==> config.mk <==
export PLATFORM = sky130hd
export DESIGN_NAME = muldiv_unit
export DESIGN_NICKNAME = d
export VERILOG_FILES = /design/src/rtl/muldiv_unit.sv
export SDC_FILE = /design/constraint.sdc
export NUM_CORES = 1
export LEC_CHECK = 0
export CORE_ASPECT_RATIO = 1.1
export CORE_MARGIN = 2
export CORE_UTILIZATION = 30
export DETAILED_ROUTE_END_ITERATION = 8
export PLACE_DENSITY = 0.56
export SLEW_MARGIN = 20
export SYNTH_ARGS = -nofsm -noshare
export SYNTH_HDL_FRONTEND = slang
export SYNTH_SLANG_ARGS = --single-unit
==> constraint.sdc <==
create_clock -name clk -period 9.67 [get_ports clk]
set_input_delay 1.934 -clock clk [delete_from_list [all_inputs] [get_ports clk]]
set_output_delay 1.934 -clock clk [all_outputs]
set_load 0.1 [all_outputs]
==> src/rtl/muldiv_unit.sv <==
// muldiv_unit: iterative RISC-V style M-extension unit.
// Multiplies with one shift-add step per cycle and divides with one
// restoring step per cycle. Signed operations run on magnitudes and the
// selected result is negated at the output. Divide-by-zero and the signed
// overflow case bypass the iteration and complete one cycle after acceptance.
module muldiv_unit #(
  parameter int XLEN = 32
) (
  input  logic            clk,
  input  logic            reset,
  input  logic            flush,
  input  logic            in_valid,
  output logic            in_ready,
  input  logic [XLEN-1:0] in_a,
  input  logic [XLEN-1:0] in_b,
  input  logic [2:0]      op_code,
  output logic            out_valid,
  input  logic            out_ready,
  output logic [XLEN-1:0] out
);

  localparam int CNT_W = $clog2(XLEN);

  localparam logic [1:0] S_IDLE = 2'd0;
  localparam logic [1:0] S_CALC = 2'd1;
  localparam logic [1:0] S_DONE = 2'd2;

  localparam logic [2:0] OP_MUL    = 3'd0;
  localparam logic [2:0] OP_MULH   = 3'd1;
  localparam logic [2:0] OP_MULHSU = 3'd2;
  localparam logic [2:0] OP_MULHU  = 3'd3;
  localparam logic [2:0] OP_DIV    = 3'd4;
  localparam logic [2:0] OP_DIVU   = 3'd5;
  localparam logic [2:0] OP_REM    = 3'd6;
  localparam logic [2:0] OP_REMU   = 3'd7;

  localparam logic [XLEN-1:0] MOST_NEG = {1'b1, {(XLEN-1){1'b0}}};
  localparam logic [XLEN-1:0] ALL_ONES = {XLEN{1'b1}};

  // Two's complement negation of an XLEN-bit value.
  function automatic logic [XLEN-1:0] neg_x(input logic [XLEN-1:0] v);
    logic signed [XLEN-1:0] s;
    s = -$signed(v);
    return $unsigned(s);
  endfunction

  // Two's complement negation of a full-width product.
  function automatic logic [2*XLEN-1:0] neg_2x(input logic [2*XLEN-1:0] v);
    logic signed [2*XLEN-1:0] s;
    s = -$signed(v);
    return $unsigned(s);
  endfunction

  // State. hi_q/lo_q hold {product high, product low} for multiply and
  // {partial remainder, dividend-shifting-into-quotient} for divide.
  // opnd_q holds the multiplicand magnitude or the divisor magnitude.
  logic [1:0]       state_q, state_d;
  logic [CNT_W-1:0] cnt_q, cnt_d;
  logic [2:0]       op_q, op_d;
  logic [XLEN-1:0]  opnd_q, opnd_d;
  logic [XLEN-1:0]  hi_q, hi_d;
  logic [XLEN-1:0]  lo_q, lo_d;
  logic             neg_q, neg_d;

  // Operand decode at the input: signedness, magnitudes, special cases.
  logic            a_sgn, b_sgn, a_neg, b_neg;
  logic [XLEN-1:0] a_mag, b_mag;
  logic            is_div, div_zero, div_ovf;

  // Decode which operands are interpreted as signed for the requested op.
  always_comb begin
    a_sgn = 1'b0;
    b_sgn = 1'b0;
    case (op_code)
      OP_MULH, OP_DIV, OP_REM: begin
        a_sgn = 1'b1;
        b_sgn = 1'b1;
      end
      OP_MULHSU: a_sgn = 1'b1;
      default: ;
    endcase
    a_neg    = a_sgn & in_a[XLEN-1];
    b_neg    = b_sgn & in_b[XLEN-1];
    a_mag    = a_neg ? neg_x(in_a) : in_a;
    b_mag    = b_neg ? neg_x(in_b) : in_b;
    is_div   = op_code[2];
    div_zero = is_div && (in_b == '0);
    div_ovf  = ((op_code == OP_DIV) || (op_code == OP_REM)) &&
               (in_a == MOST_NEG) && (in_b == ALL_ONES);
  end

  // One iteration of each algorithm, computed from the current state.
  logic [XLEN:0]   msum;
  logic [XLEN-1:0] mul_hi, mul_lo;
  logic [XLEN:0]   dshift, ddiff;
  logic [XLEN-1:0] div_hi, div_lo;

  // Shift-add multiply step and restoring divide step.
  always_comb begin
    msum   = {1'b0, hi_q} + (lo_q[0] ? {1'b0, opnd_q} : '0);
    mul_hi = msum[XLEN:1];
    mul_lo = {msum[0], lo_q[XLEN-1:1]};

    dshift = {hi_q, lo_q[XLEN-1]};
    ddiff  = dshift - {1'b0, opnd_q};
    if (!ddiff[XLEN]) begin
      div_hi = ddiff[XLEN-1:0];
      div_lo = {lo_q[XLEN-2:0], 1'b1};
    end else begin
      div_hi = dshift[XLEN-1:0];
      div_lo = {lo_q[XLEN-2:0], 1'b0};
    end
  end

  // Next-state logic: flush wins over every handshake.
  always_comb begin
    state_d = state_q;
    cnt_d   = cnt_q;
    op_d    = op_q;
    opnd_d  = opnd_q;
    hi_d    = hi_q;
    lo_d    = lo_q;
    neg_d   = neg_q;
    if (flush) begin
      state_d = S_IDLE;
    end else begin
      case (state_q)
        S_IDLE: begin
          if (in_valid) begin
            op_d  = op_code;
            cnt_d = '0;
            if (div_zero) begin
              state_d = S_DONE;
              hi_d    = in_a;
              lo_d    = ALL_ONES;
              neg_d   = 1'b0;
            end else if (div_ovf) begin
              state_d = S_DONE;
              hi_d    = '0;
              lo_d    = in_a;
              neg_d   = 1'b0;
            end else begin
              state_d = S_CALC;
              hi_d    = '0;
              // Remainder follows the dividend sign; everything else the XOR.
              neg_d   = (op_code == OP_REM) ? a_neg : (a_neg ^ b_neg);
              if (is_div) begin
                opnd_d = b_mag;
                lo_d   = a_mag;
              end else begin
                opnd_d = a_mag;
                lo_d   = b_mag;
              end
            end
          end
        end
        S_CALC: begin
          if (op_q[2]) begin
            hi_d = div_hi;
            lo_d = div_lo;
          end else begin
            hi_d = mul_hi;
            lo_d = mul_lo;
          end
          cnt_d = cnt_q + 1'b1;
          if (cnt_q == CNT_W'(XLEN - 1)) begin
            state_d = S_DONE;
          end
        end
        S_DONE: begin
          if (out_ready) begin
            state_d = S_IDLE;
          end
        end
        default: state_d = S_IDLE;
      endcase
    end
  end

  // State registers; reset clears everything and overrides flush.
  always_ff @(posedge clk) begin
    if (reset) begin
      state_q <= S_IDLE;
      cnt_q   <= '0;
      op_q    <= '0;
      opnd_q  <= '0;
      hi_q    <= '0;
      lo_q    <= '0;
      neg_q   <= 1'b0;
    end else begin
      state_q <= state_d;
      cnt_q   <= cnt_d;
      op_q    <= op_d;
      opnd_q  <= opnd_d;
      hi_q    <= hi_d;
      lo_q    <= lo_d;
      neg_q   <= neg_d;
    end
  end

  // Result selection and sign fix-up; output is zero outside DONE.
  logic [2*XLEN-1:0] prod, prod_fix;
  logic [XLEN-1:0]   div_sel, div_fix;
  logic [XLEN-1:0]   result;

  // Form the visible result from the held state.
  always_comb begin
    prod     = {hi_q, lo_q};
    prod_fix = neg_q ? neg_2x(prod) : prod;
    div_sel  = op_q[1] ? hi_q : lo_q;
    div_fix  = neg_q ? neg_x(div_sel) : div_sel;
    if (state_q != S_DONE) begin
      result = '0;
    end else if (op_q[2]) begin
      result = div_fix;
    end else if (op_q == OP_MUL) begin
      result = prod_fix[XLEN-1:0];
    end else begin
      result = prod_fix[2*XLEN-1:XLEN];
    end
  end

  assign in_ready  = (state_q == S_IDLE);
  assign out_valid = (state_q == S_DONE);
  assign out       = result;

endmodule
==> out/results.txt <==
Syn-to-layout area delta - 12.2%
Clock Path Buffers - 2
die area - 0.0504 mm2
post-synthesis sequential area ratio - 14.7%
critical setup path kind - reg2out
Setup crit end kind - primary output
synthesized net count - 2304
final setup fails - 0
port bufs - 105
Synth Flop Type - dfxtp_1
vias in the first global route - 15500
CP Max Fanout - 82
skew final - 13.5 ps
max_cap viols - 0
Multi-input gate area - 0.0115 mm2
worst endpoint required time - 7740 ps
post-DP HPWL - 47500 um
Post-Syn Instances - 2159
Site Rows - 84
Synth cell types - 87
area leader, netlist - dfxtp_1
clock sinks - 107
FF+latch area - 0.00215 mm2
initial antenna violation count - 0
Die Ht - 235 um
H-tree levels - 3
largest net degree at the start of global routing - 87
share of the synthesized area in the top cell type - 14.7%
drt drc - 0
Post-CTS Setup Repair Bufs - 0
Max-slew headroom - 18.1%
later-pin clock latency in the skew report - 390 ps
CP startpoint kind - flop
Slew @ Worst Pin - 1220 ps
Vias - 16378
FFs w/ async S/R, synth - 0%
Final TNS setup - 0 ps
wire length per cell - 22.2 um
initial drt markers - 1858
final estimated routing congestion in global placement - 0.942
CTS root buf - clkbuf_16
layout cell share with drive strength beyond 1 - 4.66%
Core ar. - 0.0479 mm2
status - finished clean
Post-synth EDFFs - 0
Hold Buf Count CTS - 0
GRT Resource Usage Total - 23.6%
Worst-path clk slew - 70 ps
CTS tree - built
synth top area cells - dfxtp_1 15%, a21oi_1 8.4%, xnor2_1 6.6%
first-pass GRT wire length - 93400 um
die width - 214 um
minimum clock period - 7380 ps
drt via density - 5.87
type of the worst min-delay path - reg2reg
Peak VDD IR - 0.0944 mV
Lkg Pwr - 5.84 nW
synthesized area per cell - 6.75 um2
unrepaired setup endpoints after global routing - no
CP arrival - 5440 ps
yosys synthesis warning count - 0
P per Cell Area - 113 mW/mm2
Fin. Hold Viols - 0
fmax - 136 MHz
Ports - 106
synthesis-stage register bit count - 107
starting density of the core - 30.4%
Mapped Area - 0.0146 mm2
cts bufs inserted - 9
DR pass1 iterations - 6
cts repair resizes - 0
DRT antenna net count - 0
Final #Nets - 2286
grt total ovfl - 0
final period utilization - 76.3%
Post-Route WL - 61900 um
hold_ws - 455 ps
FILL cells - 5267
pins over their slew limit - 0
==> worst max-delay path, cell delays in order (launching register included) <==
cell             delay (ps)
dfxtp_4                 990
mux2i_1                 390
o21ai_0                 200
or2_2                   350
nor3_1                  390
nand3_1                 260
or3_1                   520
o31ai_1                 380
xnor2_1                 120
o21ai_1                 240
clkdlybuf4s50_1        1190
==> area by class of cell <==
type	count	area share [%]
clock buffer	9	1.38
inverter	66	1.52
tap	645	4.94
clock inverter	7	0.528
multi-input combinational	1820	70.6
timing repair buffer	137	7.85
sequential	107	13.2
antenna	1	0.0153
==> power by group <==
group          switching [W]  total (W)  internal, W
Combinational       0.000571   0.000899     0.000328
Sequential         0.0000696   0.000539     0.000469
Clock               0.000203   0.000409     0.000206
Total               0.000843    0.00185      0.00100
==> sequential cells by signal, summed over array words and instances (netlist names) <==
| register | count |
|---|---|
| hi_q | 32 |
| state_q | 2 |
| neg_q | 1 |
| op_q | 3 |
| lo_q | 32 |
| opnd_q | 32 |
| cnt_q | 5 |
==> cell usage in the layout, fill, tap and decap left out, types with 13 or more instances in the layout <==
| master | instances |
|---|---|
| a211oi_1 | 39 |
| a21o_1 | 27 |
| a21oi_1 | 245 |
| a221oi_1 | 13 |
| a31oi_1 | 35 |
| and3_1 | 24 |
| buf_4 | 33 |
| clkdlybuf4s50_1 | 103 |
| dfxtp_1 | 104 |
| ha_1 | 71 |
| inv_1 | 65 |
| mux2i_1 | 74 |
| nand2_1 | 217 |
| nand2b_1 | 16 |
| nand3_1 | 48 |
| nand4_1 | 26 |
| nor2_1 | 237 |
| nor3_1 | 70 |
| nor4_1 | 15 |
| o211ai_1 | 38 |
| o21a_1 | 15 |
| o21ai_0 | 148 |
| o22ai_1 | 16 |
| o31ai_1 | 38 |
| or3_1 | 31 |
| or4_1 | 16 |
| xnor2_1 | 110 |
| xor2_1 | 85 |
==> Yosys cell counts (all sizes together), types with 40 or more instances <==
cell type	n
inv	65
a211oi	40
dfxtp	107
o21ai	155
xor2	85
a21oi	245
nor2	240
nand3	50
clkbuf	139
mux2i	74
nor3	71
nand2	218
xnor2	110
ha	71
==> stage by stage <==
| step | total power, W | std cells | util, % | area, um2 | setup slack (ps) |
|---|---|---|---|---|---|
| final | 0.00185 | 2792 | 34.1 | 16400 | 2290 |
| after global routing | 0.00195 | 2791 | 34.1 | 16300 | 2070 |
| after CTS | 0.00183 | 2791 | 34.1 | 16300 | 2340 |
| after detailed placement | 0.00142 | 2775 | 33.5 | 16000 | 2760 |
| after global placement | 0.00142 | 2775 | 33.5 | 16000 | 2840 |
| after floorplan | 0.00114 | 2159 | - | 14600 | 2100 |
==> routing by layer <==
layer	share of wire, %	up-vias	global-route usage (%)	wire length, um
li1	-	7794	-	-
met1	43	7773	30.8	26600
met2	45	678	38.6	28100
met3	6.3	133	2.21	3890
met4	5.5	0	12.5	3430
met5	0	-	0	0
==> cells by family after synthesis <==
kind of cell,count (synthesis),synth area share (%)
XOR/XNOR,195,11.7
buffers and inverters,232,6.30
multiplexers,81,5.62
adder cells (fa/ha/maj),73,6.37
AND/OR/NAND/NOR,770,25.5
AO/OA/AOI/OAI,701,29.8
flip-flops,107,14.7
==> path summary, 6_finish.rpt <==
| kind | start | endpoint | slack, ps | depth (start not counted) |
|---|---|---|---|---|
| hold reg to reg | opnd_q[23]$_SDFFE_PP0P_ | opnd_q[23]$_SDFFE_PP0P_ | 450 | 2 |
| setup reg to reg | lo_q[31]$_SDFFE_PP0P_ | hi_q[23]$_SDFFE_PP0P_ | 4550 | 12 |
| hold / removal | opnd_q[23]$_SDFFE_PP0P_ | opnd_q[23]$_SDFFE_PP0P_ | 450 | 2 |
| setup / recovery | op_q[1]$_SDFFE_PP0P_ | out[31] | 2290 | 10 |
Power figures use the tool's default switching activity.
